File: src/rtl/game_session_if.sv
// game_session_if: collision/control strobes into the session controller and game status out of it.
interface game_session_if #(
    parameter int DIGITS  = 4,
    parameter int LIVES_W = 2
);
    logic                  tick_i;
    logic                  start_i;
    logic                  hit_i;
    logic                  kill_i;
    logic [3:0]            kill_pts_i;
    logic [1:0]            state_o;
    logic [LIVES_W-1:0]    lives_o;
    logic [4*DIGITS-1:0]   score_bcd_o;
    logic [4*DIGITS-1:0]   hiscore_bcd_o;
    logic                  freeze_o;
    logic                  game_over_o;
    logic                  new_hi_o;

    modport master (
        output tick_i, start_i, hit_i, kill_i, kill_pts_i,
        input  state_o, lives_o, score_bcd_o, hiscore_bcd_o, freeze_o, game_over_o, new_hi_o
    );

    modport slave (
        input  tick_i, start_i, hit_i, kill_i, kill_pts_i,
        output state_o, lives_o, score_bcd_o, hiscore_bcd_o, freeze_o, game_over_o, new_hi_o
    );
endinterface

File: src/rtl/game_session_ctrl.sv
// game_session_ctrl: Asteroids session FSM owning game state, lives, saturating BCD score and high score.
module game_session_ctrl #(
    parameter int DIGITS         = 4,
    parameter int LIVES_W        = 2,
    parameter int START_LIVES    = 3,
    parameter int RESPAWN_FRAMES = 120,
    parameter int TIMER_W        = 8
) (
    input logic           clk,
    input logic           rst_n,
    game_session_if.slave bus
);
    localparam logic [1:0] S_IDLE = 2'd0;
    localparam logic [1:0] S_PLAY = 2'd1;
    localparam logic [1:0] S_RESP = 2'd2;
    localparam logic [1:0] S_OVER = 2'd3;

    logic [1:0]          state_q, state_d;
    logic [LIVES_W-1:0]  lives_q, lives_d;
    logic [4*DIGITS-1:0] score_q, score_d;
    logic [4*DIGITS-1:0] hiscore_q, hiscore_d;
    logic [TIMER_W-1:0]  timer_q, timer_d;
    logic                new_hi_q, new_hi_d;
    logic                freeze_q, game_over_q;
    logic [4*DIGITS-1:0] kill_score;
    logic [4*DIGITS-1:0] sum_bcd;
    logic [4:0]          cy, dig;
    logic [3:0]          pts;

    assign pts = (bus.kill_pts_i > 4'd9) ? 4'd9 : bus.kill_pts_i;

    // Decimal ripple add of the kill points; a carry out of the top digit saturates to all nines.
    always_comb begin
        sum_bcd = score_q;
        cy = {1'b0, pts};
        dig = '0;
        for (int k = 0; k < DIGITS; k++) begin
            dig = {1'b0, score_q[4*k +: 4]} + cy;
            sum_bcd[4*k +: 4] = (dig > 5'd9) ? dig[3:0] - 4'd10 : dig[3:0];
            cy = (dig > 5'd9) ? 5'd1 : 5'd0;
        end
        kill_score = (cy != 5'd0) ? {DIGITS{4'h9}} : sum_bcd;
    end

    always_comb begin
        state_d   = state_q;
        lives_d   = lives_q;
        score_d   = score_q;
        hiscore_d = hiscore_q;
        timer_d   = timer_q;
        new_hi_d  = new_hi_q;
        case (state_q)
            S_IDLE, S_OVER: begin
                if (bus.start_i) begin
                    state_d  = S_PLAY;
                    score_d  = '0;
                    lives_d  = LIVES_W'(START_LIVES);
                    new_hi_d = 1'b0;
                end
            end
            S_PLAY: begin
                if (bus.kill_i)
                    score_d = kill_score;
                if (bus.hit_i) begin
                    if (lives_q > LIVES_W'(1)) begin
                        lives_d = lives_q - LIVES_W'(1);
                        timer_d = TIMER_W'(RESPAWN_FRAMES);
                        state_d = (RESPAWN_FRAMES == 0) ? S_PLAY : S_RESP;
                    end else begin
                        lives_d = '0;
                        state_d = S_OVER;
                        // Packed BCD orders the same as its decimal value, so a plain compare works.
                        if (score_d > hiscore_q) begin
                            hiscore_d = score_d;
                            new_hi_d  = 1'b1;
                        end
                    end
                end
            end
            default: begin
                if (bus.tick_i) begin
                    timer_d = (timer_q == '0) ? '0 : timer_q - TIMER_W'(1);
                    state_d = (timer_q <= TIMER_W'(1)) ? S_PLAY : S_RESP;
                end
            end
        endcase
    end

    always_ff @(posedge clk or negedge rst_n) begin
        if (!rst_n) begin
            state_q     <= S_IDLE;
            lives_q     <= LIVES_W'(START_LIVES);
            score_q     <= '0;
            hiscore_q   <= '0;
            timer_q     <= '0;
            new_hi_q    <= 1'b0;
            freeze_q    <= 1'b1;
            game_over_q <= 1'b0;
        end else begin
            state_q     <= state_d;
            lives_q     <= lives_d;
            score_q     <= score_d;
            hiscore_q   <= hiscore_d;
            timer_q     <= timer_d;
            new_hi_q    <= new_hi_d;
            freeze_q    <= state_d != S_PLAY;
            game_over_q <= state_d == S_OVER;
        end
    end

    assign bus.state_o       = state_q;
    assign bus.lives_o       = lives_q;
    assign bus.score_bcd_o   = score_q;
    assign bus.hiscore_bcd_o = hiscore_q;
    assign bus.freeze_o      = freeze_q;
    assign bus.game_over_o   = game_over_q;
    assign bus.new_hi_o      = new_hi_q;
endmodule

File: src/flat_wrapper.sv
// flat-port wrapper written by rule: the top's interface ports become plain ports
module game_session_ctrl_flat 
#(
    parameter int DIGITS         = 4,
    parameter int LIVES_W        = 2,
    parameter int START_LIVES    = 3,
    parameter int RESPAWN_FRAMES = 120,
    parameter int TIMER_W        = 8
)
  (clk, rst_n, bus_tick_i, bus_start_i, bus_hit_i, bus_kill_i, bus_kill_pts_i, bus_state_o, bus_lives_o, bus_score_bcd_o, bus_hiscore_bcd_o, bus_freeze_o, bus_game_over_o, bus_new_hi_o);
  game_session_if #(.DIGITS(DIGITS), .LIVES_W(LIVES_W)) bus_i ();
  input logic clk;
  input logic rst_n;
  input wire logic [$bits(bus_i.tick_i)-1:0] bus_tick_i;
  input wire logic [$bits(bus_i.start_i)-1:0] bus_start_i;
  input wire logic [$bits(bus_i.hit_i)-1:0] bus_hit_i;
  input wire logic [$bits(bus_i.kill_i)-1:0] bus_kill_i;
  input wire logic [$bits(bus_i.kill_pts_i)-1:0] bus_kill_pts_i;
  output wire logic [$bits(bus_i.state_o)-1:0] bus_state_o;
  output wire logic [$bits(bus_i.lives_o)-1:0] bus_lives_o;
  output wire logic [$bits(bus_i.score_bcd_o)-1:0] bus_score_bcd_o;
  output wire logic [$bits(bus_i.hiscore_bcd_o)-1:0] bus_hiscore_bcd_o;
  output wire logic [$bits(bus_i.freeze_o)-1:0] bus_freeze_o;
  output wire logic [$bits(bus_i.game_over_o)-1:0] bus_game_over_o;
  output wire logic [$bits(bus_i.new_hi_o)-1:0] bus_new_hi_o;
  assign bus_i.tick_i = bus_tick_i;
  assign bus_i.start_i = bus_start_i;
  assign bus_i.hit_i = bus_hit_i;
  assign bus_i.kill_i = bus_kill_i;
  assign bus_i.kill_pts_i = bus_kill_pts_i;
  assign bus_state_o = bus_i.state_o;
  assign bus_lives_o = bus_i.lives_o;
  assign bus_score_bcd_o = bus_i.score_bcd_o;
  assign bus_hiscore_bcd_o = bus_i.hiscore_bcd_o;
  assign bus_freeze_o = bus_i.freeze_o;
  assign bus_game_over_o = bus_i.game_over_o;
  assign bus_new_hi_o = bus_i.new_hi_o;
  game_session_ctrl #(.DIGITS(DIGITS), .LIVES_W(LIVES_W), .START_LIVES(START_LIVES), .RESPAWN_FRAMES(RESPAWN_FRAMES), .TIMER_W(TIMER_W)) u_core (.clk(clk), .rst_n(rst_n), .bus(bus_i));
endmodule
File: config.mk
export PLATFORM = sky130hd
export DESIGN_NAME = game_session_ctrl_flat
export DESIGN_NICKNAME = d
export VERILOG_FILES = /design/src/rtl/game_session_if.sv /design/src/rtl/game_session_ctrl.sv /design/src/flat_wrapper.sv
export SDC_FILE = /design/constraint.sdc
export NUM_CORES = 1
export LEC_CHECK = 0
export CAP_MARGIN = 10
export CORE_ASPECT_RATIO = 1.75
export CORE_MARGIN = 1.5
export CORE_UTILIZATION = 55
export CTS_CLUSTER_DIAMETER = 30
export DETAILED_ROUTE_END_ITERATION = 16
export MAX_ROUTING_LAYER = met4
export PLACE_DENSITY = 0.8
export SLEW_MARGIN = 10
export SYNTH_ARGS = -nofsm -noshare
export SYNTH_HDL_FRONTEND = slang
export SYNTH_SLANG_ARGS = --single-unit
File: constraint.sdc
create_clock -name clk -period 8.9 [get_ports clk]
set_clock_uncertainty 0.2 [all_clocks]
set_input_delay 1.78 -clock clk [delete_from_list [all_inputs] [get_ports clk]]
set_output_delay 1.78 -clock clk [all_outputs]
set_load 0.02 [all_outputs]
==> flow_metrics.tcl, run 1 <==
set metrics [dict create \
    grt-ovfl-total 0 \
    max_clock_freq_mhz 115 \
    cp.required_ps 8900 \
    cp-start-kind "input port" \
    timing.critical_path.slowest_stage_cell "sky130_fd_sc_hd__or4_1" \
    die_area_sq_um 6790 \
    dp_hpwl_microns 6880 \
    hold_buffers 0 \
    layout.cells.most_common "sky130_fd_sc_hd__clkdlybuf4s50_1" \
    num_antenna_cells 0 \
    synth_top_area_share_pct 31.8 \
    period_needed_ps 8670 \
    detailed_route_via_count 3283 \
    detail_route.vias_per_cell 5.99 \
    htreeDepth 2 \
    share_of_synthesized_registers_carrying_an_async_set_or_reset_pct 100 \
    synthTopCellsByArea "sky130_fd_sc_hd__dfrtp_1 32%, sky130_fd_sc_hd__ha_1 12%, sky130_fd_sc_hd__a21oi_1 4.5%" \
    grt_use_total_pct 28.1 \
    worst_slew_pin_slew_ps 1050 \
    clk_pin_slew_worst_paths_ps 90 \
    worst_slew_slack_as_a_fraction_of_its_limit_pct 30.3 \
    timing.critical_path.fanout_max 8 \
    gp_routability_congestion 0.932 \
    critical_path_most_common_cell "sky130_fd_sc_hd__ha_1" \
    setup-tns-final_ps 0 \
    start_util_pct 56.4 \
    postSynthCellCount 390 \
    power.total_mw 1.32 \
    pwr_density_cell_nw_per_um2 296 \
    share_of_the_yosys_chip_area_belonging_to_registers_pct 34.1 \
    floorplan.core_area_sq_um 6130 \
    synth.net_count 433 \
    totalWireLength_microns 9190 \
    timing_max_transition_violations_final 0 \
    syn-cell-area_sq_um 3460 \
    data_arrival_time_of_the_worst_path_ps 8670 \
    cts_tree "done" \
    detailedRoute.firstPassIterationCount 5 \
    max-vdd-ir-drop_mv 0.234 \
    post-cts-setup-buffers 0 \
    worst_slack_ps 232 \
    postSynthAreaPerCell_sq_um 8.87 \
    post-place-ws_ps -336 \
    grt_antenna_before_repair 0 \
    postSynth.topFlopCell "sky130_fd_sc_hd__dfrtp_1" \
    drtAntennaViolNets 0 \
    dieHeight_microns 108 \
    worstHoldPathType "reg -> reg" \
    root_buffer "sky130_fd_sc_hd__clkbuf_8" \
    outcome "completed" \
    critical_path.n_buffers_inverters 4 \
    drc 0 \
    setup_viol 0 \
    cellLeakagePower_nw 1.95 \
    first_pass_grt_wire_length_microns 14800 \
    grt_start_max_net_pins 48 \
    area_growth_pct 29.0 \
    leading_cell_types_in_the_layout_fill_and_taps_excluded "47 x sky130_fd_sc_hd__clkdlybuf4s50_1, 44 x sky130_fd_sc_hd__dfrtp_1, 41 x sky130_fd_sc_hd__buf_4" \
    cts-root-to-sink-buffers 2 \
    std_cell_rows 38 \
    layout.core_utilization_pct 72.8 \
    synth_top_cell_by_area "sky130_fd_sc_hd__dfrtp_1" \
    cts_inserted_buffers 5 \
    timing_hold_violations_final 0 \
    floorplan.io_pins 49 \
    endpoint_kind "flip-flop" \
    clock_sink_count 47 \
    filler_cell_count 458 \
    die_x_microns 63.0 \
    final_min_period_over_clock_period_pct 97.4 \
    ys_warn_count 0 \
    nNetsFinal 510 \
    synth.ff_latch_count 47 \
    dr.first_iter.drc_count 290 \
    crit_type "in -> reg" \
    io_buffers 48 \
    grt_pass1_vias 3270 \
    worst_path_largest_cell_delay_ps 530 \
    synth.lib_cells_used.distinct 62 \
    number_of_flops_mapped_to_enable_cells_by_yosys 0 \
    crit_family "adder cells" \
    max_cap_viol_count 0 \
    drive_gt1_share_pct 20.9 \
    worst_skew_pair.late_latency_ps 310 \
    drt-wirelength-per-cell_microns 16.8 \
]
-- power breakdown --
part           switching, mW  internal [mW]  total, mW
registers             0.0693          0.270      0.340
logic                  0.441          0.393      0.834
clock network         0.0754         0.0708      0.146
total                  0.586          0.734       1.32
-- synthesized netlist by cell type (5+ instances only) --
cell                       number
sky130_fd_sc_hd__nand4_1        5
sky130_fd_sc_hd__clkbuf_1      16
sky130_fd_sc_hd__nor3_1         7
sky130_fd_sc_hd__nand2b_1      12
sky130_fd_sc_hd__a22o_1        12
sky130_fd_sc_hd__nand2_1       33
sky130_fd_sc_hd__mux2_2         7
sky130_fd_sc_hd__mux2_4         9
sky130_fd_sc_hd__a31oi_1        8
sky130_fd_sc_hd__nor2_1        31
sky130_fd_sc_hd__dfrtp_1       44
sky130_fd_sc_hd__nand3_1        7
sky130_fd_sc_hd__a21o_1         5
sky130_fd_sc_hd__nor2b_1        5
sky130_fd_sc_hd__inv_1         32
sky130_fd_sc_hd__o21ai_0       26
sky130_fd_sc_hd__ha_1          32
sky130_fd_sc_hd__a21oi_1       31
-- final timing paths --
kind,from,end,slack (ps),cells past startpoint
setup / recovery,bus_kill_pts_i[3],u_core.bus.hiscore_bcd_o[10],230,33
hold / removal,u_core.bus.lives_o[0],u_core.bus.lives_o[0],300,2
setup reg to reg,u_core.bus.score_bcd_o[0],u_core.bus.hiscore_bcd_o[10],1900,31
hold reg to reg,u_core.bus.lives_o[0],u_core.bus.lives_o[0],300,2
max in group asynchronous,rst_n,u_core.bus.score_bcd_o[3],6400,1
min in group asynchronous,rst_n,u_core.bus.game_over_o,1440,1
-- area by class of cell --
cell class                      count  area, sq um  area share, %
Multi-Input combinational cell    291         2170           48.7
Clock buffer                        7         96.3           2.16
Clock inverter                      1         7.51          0.168
Timing Repair Buffer               89          783           17.5
Sequential cell                    47         1180           26.4
Inverter                           33          124           2.77
Tap cell                           80          100           2.24
-- logic make-up after synthesis --
family                     after synthesis  share of synthesized area (%)
buffers and inverters                   52                           6.33
xor gates and xnor gates                 4                           1.01
DFF                                     47                           34.1
AOI/OAI and AO/OA                      117                           22.5
and+or+nand+nor                        118                           16.8
adders and majority gates               33                           12.2
muxes                                   19                           7.05
-- routing by layer --
layer  global-route usage [%]  vias to the layer above  share of wire [%]
met5                        -                        -                  0
li1                         -                     1553                  -
met3                     2.93                       25                3.7
met2                     51.1                      101                 55
met1                     29.9                     1604                 38
met4                     14.1                        0                4.0
-- registers in the layout (all words and copies together), names as in the netlist --
signal and flops:
u_core.bus.state_o 2, u_core.bus.lives_o 2, u_core.bus.score_bcd_o 16, u_core.bus.hiscore_bcd_o 16, u_core.bus.new_hi_o 1, u_core.bus.game_over_o 1
u_core.timer_q 8, u_core.bus.freeze_o 1
-- worst register-to-register path, delay by kind of cell (launching register included) --
| kind | cells | cell delay, ps |
|---|---|---|
| fa+ha+maj | 9 | 2350 |
| simple gates | 7 | 1550 |
| buf+inv | 3 | 300 |
| flops | 1 | 430 |
| xor+xnor | 1 | 170 |
| compound gates | 9 | 1320 |
| mux | 2 | 610 |
-- repair_timing --
item,in CTS,in global routing
endpoints found under the setup margin,3,17
pin swaps,0,4
hold endpoints to repair,0,0
resized for setup,1,26
-- per-stage QoR --
stage	instances	hold slack (ps)	area [sq um]
global placement	540	277	4250
finish	548	300	4460
CTS	548	303	4360
floorplan	390	258	3460
detailed placement	540	291	4250
global route	548	333	4460
Note: power is estimated with default switching activity, not from simulation.
==> run 2, diff against run 1 <==
CORE_ASPECT_RATIO = unset   (was 1.75)
CORE_MARGIN = unset   (was 1.5)
==> flow_metrics.tcl, run 2 (synthesized netlist as in run 1, its figures left out) <==
set metrics [dict create \
    worst_path_largest_cell_delay_ps 580 \
    setup-tns-final_ps 0 \
    io_buffers 48 \
    crit_type "in -> reg" \
    worst_slew_pin_slew_ps 1060 \
    nNetsFinal 511 \
    worst_slew_slack_as_a_fraction_of_its_limit_pct 29.1 \
    power.total_mw 1.28 \
    start_util_pct 57.7 \
    dp_hpwl_microns 6150 \
    grt_use_total_pct 28.1 \
    post-place-ws_ps -412 \
    max-vdd-ir-drop_mv 0.239 \
    dieHeight_microns 81.3 \
    cp.required_ps 8890 \
    period_needed_ps 8830 \
    cellLeakagePower_nw 1.94 \
    data_arrival_time_of_the_worst_path_ps 8820 \
    clock_power_share_pct 10.6 \
    setup_viol 0 \
    gp_routability_congestion 0.907 \
    root_buffer "sky130_fd_sc_hd__clkbuf_8" \
    drc 0 \
    cts_inserted_buffers 5 \
    floorplan.io_pins 49 \
    final_area_sq_um 4470 \
    dr_wl_met3_microns 530 \
    route.layer.met1.wl_microns 3950 \
    route.top_layer_used "met4" \
    detail_route.vias_per_cell 6.10 \
    clk_pin_slew_worst_paths_ps 80 \
    share_seq_of_total_power_pct 26.4 \
    max_cap_viol_count 0 \
    die_area_sq_um 6610 \
    comb_power_share_pct 63.0 \
    floorplan.core_area_sq_um 5990 \
    drt-wirelength-per-cell_microns 16.6 \
    first_pass_grt_wire_length_microns 13800 \
    outcome "completed" \
    std_cell_rows 28 \
    area_growth_pct 29.3 \
    num_antenna_cells 0 \
    htreeDepth 2 \
    die_x_microns 81.3 \
    layout.cells.most_common "sky130_fd_sc_hd__clkdlybuf4s50_1" \
    power.net_switching_mw 0.583 \
    pwr_density_cell_nw_per_um2 286 \
    timing.critical_path.fanout_max 8 \
    timing_hold_violations_final 0 \
    cts_tree "done" \
    leading_cell_types_in_the_layout_fill_and_taps_excluded "47 x sky130_fd_sc_hd__clkdlybuf4s50_1, 44 x sky130_fd_sc_hd__dfrtp_1, 40 x sky130_fd_sc_hd__buf_4" \
    worst_slack_ps 67.1 \
    totalWireLength_microns 9050 \
    max_clock_freq_mhz 113 \
    cts-root-to-sink-buffers 2 \
    timing.critical_path.slowest_stage_cell "sky130_fd_sc_hd__or4_1" \
    drtAntennaViolNets 0 \
    detailedRoute.firstPassIterationCount 5 \
    drive_gt1_share_pct 20.9 \
    clock_sink_count 47 \
    internal_power_mw 0.696 \
    grt_antenna_before_repair 0 \
    cp-start-kind "input port" \
    detailed_route_via_count 3318 \
    p_sw_share_pct 45.6 \
    dpl-instance-area_sq_um 4220 \
    worstHoldPathType "reg -> reg" \
    final_min_period_over_clock_period_pct 99.2 \
    endpoint_kind "flip-flop" \
    detailroute.wirelength.met2_microns 4440 \
    worst_skew_pair.late_latency_ps 310 \
    timing_max_transition_violations_final 0 \
    grt-ovfl-total 0 \
    dr.first_iter.drc_count 221 \
    grt_pass1_vias 3019 \
    grt_start_max_net_pins 48 \
]
run 2: cell types whose count changed in the layout (fill, tap and decap cells not counted), moves of 2 or more:
cell,delta
sky130_fd_sc_hd__ha_1,-2
sky130_fd_sc_hd__clkinv_4,+2
sky130_fd_sc_hd__clkbuf_8,-2
sky130_fd_sc_hd__o21ai_0,+2
run 2: critical path, delay by kind of cell:
kind / cells / cell delay (ps)
compound gates: 10 / 1440
fa+ha+maj: 9 / 2210
xor+xnor: 1 / 160
mux: 2 / 590
simple gates: 8 / 1780
buf+inv: 4 / 840
run 2: path summary, 6_finish.rpt:
path	startpoint	endpoint	slack (ps)	cells past startpoint
min	u_core.bus.lives_o[0]	u_core.bus.lives_o[0]	300	2
max in group asynchronous	rst_n	u_core.bus.state_o[0]	6380	1
max	bus_kill_pts_i[3]	u_core.bus.hiscore_bcd_o[2]	70	34
min in group asynchronous	rst_n	u_core.bus.score_bcd_o[5]	1440	1
max reg2reg	u_core.bus.score_bcd_o[1]	u_core.bus.hiscore_bcd_o[2]	1770	30
min reg2reg	u_core.bus.lives_o[0]	u_core.bus.lives_o[0]	300	2
run 2: stage by stage:
| stage | utilization [%] | hold slack, ps | cells |
|---|---|---|---|
| after floorplan | - | 258 | 390 |
| after global placement | 70.4 | 284 | 532 |
| after detailed placement | 70.4 | 293 | 532 |
| after CTS | 72.6 | 306 | 541 |
| after global routing | 74.7 | 329 | 544 |
| final | 74.7 | 302 | 544 |
run 2: area by class of cell:
cell class,instances,area [sq um]
flip-flops and latches,47,1180
multi-input cells,291,2170
repair buffers,90,807
clock inverters,3,25.0
fillers,426,1520
clock buffers,5,68.8
well taps,75,93.8
inverters,33,124
run 2: repair_timing:
item / CTS / global route
setup buffers: 1 / 3
endpoints found under the hold margin: 0 / 0
gates cloned: 0 / 0
pin swaps: 1 / 6
endpoints found under the setup margin: 15 / 17
hold buffers: 0 / 0
gates resized for setup: 3 / 24
run 2: power by group through the flow:
stage	clock (mW)	combinational (mW)	sequential [mW]
after floorplan	0	0.441	0.372
after global placement	0	0.732	0.338
after detailed placement	0	0.756	0.340
after CTS	0.139	0.763	0.336
after global routing	0.146	0.879	0.346
final	0.135	0.806	0.338
run 2: layer usage:
| metal | GRT usage, % | vias up |
|---|---|---|
| li1 | - | 1560 |
| met1 | 36.2 | 1611 |
| met2 | 45.9 | 132 |
| met3 | 4.94 | 15 |
| met4 | 6.43 | 0 |
| met5 | - | - |
==> run 3, diff against run 2 <==
CORE_MARGIN = 5   (was unset)
SKIP_LAST_GASP = 1   (was unset)
==> flow_metrics.tcl, run 3 (synthesized netlist as in run 1, its figures left out) <==
set metrics [dict create \
    rrSetupSlack_ps 1810 \
    clock_sink_count 47 \
    final_min_period_over_clock_period_pct 97.8 \
    grt_pass1_vias 3128 \
    holdCritStartpoint "u_core.timer_q[7]" \
    critical_path.reg2reg.endpoint "u_core.bus.hiscore_bcd_o[1]" \
    combined_flip_flop_and_latch_cell_area_sq_um 1180 \
    floorplan.core_area_sq_um 6030 \
    root_buffer "sky130_fd_sc_hd__clkbuf_8" \
    setup_viol 0 \
    final_area_sq_um 4520 \
    worst_slew_pin_slew_ps 1020 \
    cts_tree "done" \
    drc 0 \
    cp.required_ps 8880 \
    power.net_switching_mw 0.582 \
    p_sw_share_pct 44.2 \
    cellLeakagePower_nw 1.98 \
    timing.critical_path.fanout_max 16 \
    drt-wirelength-per-cell_microns 17.0 \
    max_clock_freq_mhz 115 \
    grt_start_max_net_pins 48 \
    multi_input_area_sq_um 2200 \
    cp-start-kind "input port" \
    grt_use_total_pct 23.5 \
    io_buffers 48 \
    area_growth_pct 30.7 \
    layout.cells.most_common "sky130_fd_sc_hd__clkdlybuf4s50_1" \
    filler_cell_count 418 \
    detailed_route_via_count 3334 \
    cts_inserted_buffers 5 \
    nNetsFinal 513 \
    timing_hold_violations_final 0 \
    dieHeight_microns 89.3 \
    std_cell_rows 28 \
    die_area_sq_um 7980 \
    grt_antenna_before_repair 0 \
    detail_route.vias_per_cell 6.11 \
    share_seq_of_total_power_pct 25.9 \
    worstHoldPathType "reg -> reg" \
    crit_type "in -> reg" \
    timing.critical_path.slowest_stage_cell "sky130_fd_sc_hd__clkdlybuf4s50_1" \
    gp_routability_congestion 0.938 \
    power.total_mw 1.32 \
    floorplan.io_pins 49 \
    reg2reg_from "u_core.bus.score_bcd_o[1]" \
    endpoint_kind "flip-flop" \
    grt-ovfl-total 0 \
    max-vdd-ir-drop_mv 0.223 \
    comb_power_share_pct 63.5 \
    detailedRoute.firstPassIterationCount 5 \
    totalWireLength_microns 9260 \
    internal_power_mw 0.734 \
    worst_slew_slack_as_a_fraction_of_its_limit_pct 32.1 \
    clk_pin_slew_worst_paths_ps 80 \
    period_needed_ps 8710 \
    leading_cell_types_in_the_layout_fill_and_taps_excluded "45 x sky130_fd_sc_hd__clkdlybuf4s50_1, 44 x sky130_fd_sc_hd__dfrtp_1, 42 x sky130_fd_sc_hd__buf_4" \
    worst_path_largest_cell_delay_ps 480 \
    dpl-instance-area_sq_um 4240 \
    drive_gt1_share_pct 21.7 \
    htreeDepth 2 \
    dr.first_iter.drc_count 240 \
    timing_max_transition_violations_final 0 \
    worst_skew_pair.late_latency_ps 290 \
    first_pass_grt_wire_length_microns 14500 \
    dp_hpwl_microns 6450 \
    timing.hold.worst_path_depth 1 \
    max_cap_viol_count 0 \
    drtAntennaViolNets 0 \
    pwr_density_cell_nw_per_um2 291 \
    hold_buffers 0 \
    num_antenna_cells 0 \
    start_util_pct 57.4 \
    outcome "completed" \
    worst_hold_path.endpoint "u_core.timer_q[7]" \
    r2r_cells 30 \
    cts-root-to-sink-buffers 2 \
    critical_path_most_common_cell "sky130_fd_sc_hd__ha_2" \
    die_x_microns 89.3 \
    clock_power_share_pct 10.6 \
    data_arrival_time_of_the_worst_path_ps 8680 \
]
## run 3: worst max-delay path: cells and delay by family
kind | cells | cell delay, ps
AO/OA/AOI/OAI | 9 | 1610
XOR/XNOR | 1 | 160
adder cells (fa/ha/maj) | 9 | 2200
buffers and inverters | 6 | 1180
multiplexers | 1 | 350
AND/OR/NAND/NOR | 8 | 1370
## run 3: worst max-delay path by stage
stage	endpoint	slack, ps	start	cells past startpoint
floorplan	u_core.bus.hiscore_bcd_o[10]	280	bus_kill_pts_i[1]	36
global placement	u_core.bus.hiscore_bcd_o[11]	-130	bus_kill_pts_i[3]	34
detailed placement	u_core.bus.hiscore_bcd_o[11]	-460	bus_kill_pts_i[3]	34
CTS	u_core.bus.hiscore_bcd_o[11]	9	bus_kill_pts_i[1]	35
global route	u_core.bus.hiscore_bcd_o[11]	-70	bus_kill_pts_i[2]	34
finish	u_core.bus.hiscore_bcd_o[1]	190	bus_kill_pts_i[2]	34
## run 3: metrics by stage
step           TNS [ps]  hold slack [ps]  utilization, %  setup slack, ps  instances
2_1_floorplan         0              258               -              282        390
3_3_place_gp      -1780              278            70.3             -129        533
6_report              0              291            75.0              192        546
4_1_cts               0              291            72.6             8.83        542
5_1_grt            -867              332            75.0            -73.2        546
3_5_place_dp      -7130              276            70.3             -459        533
## run 3: power groups by stage
stage	logic, mW	clock network (mW)	registers [mW]
floorplan	0.441	0	0.372
global route	0.914	0.150	0.350
detailed placement	0.773	0	0.340
global placement	0.753	0	0.337
CTS	0.787	0.142	0.337
finish	0.835	0.139	0.341
## run 3: layout make-up
class	instances	share of cell area, %
Sequential cell	47	26.1
Inverter	33	2.74
Clock buffer	8	2.21
Tap cell	75	2.08
Multi-Input combinational cell	291	48.6
Timing Repair Buffer	92	18.3
## run 3: metal layers
| metal | global-route usage (%) | share of wire, % | up-vias |
|---|---|---|---|
| met2 | 39.3 | 51 | 125 |
| met3 | 3.32 | 5.6 | 17 |
| li1 | - | - | 1560 |
| met1 | 30.6 | 42 | 1632 |
| met4 | 4.60 | 1.4 | 0 |
| met5 | - | 0 | - |
## run 3: repair_timing
action | 4_1_cts | 5_1_grt
pin swaps | 2 | 9
buffers inserted | 1 | 4
gates resized for setup | 7 | 27
endpoints found under the setup margin | 15 | 17
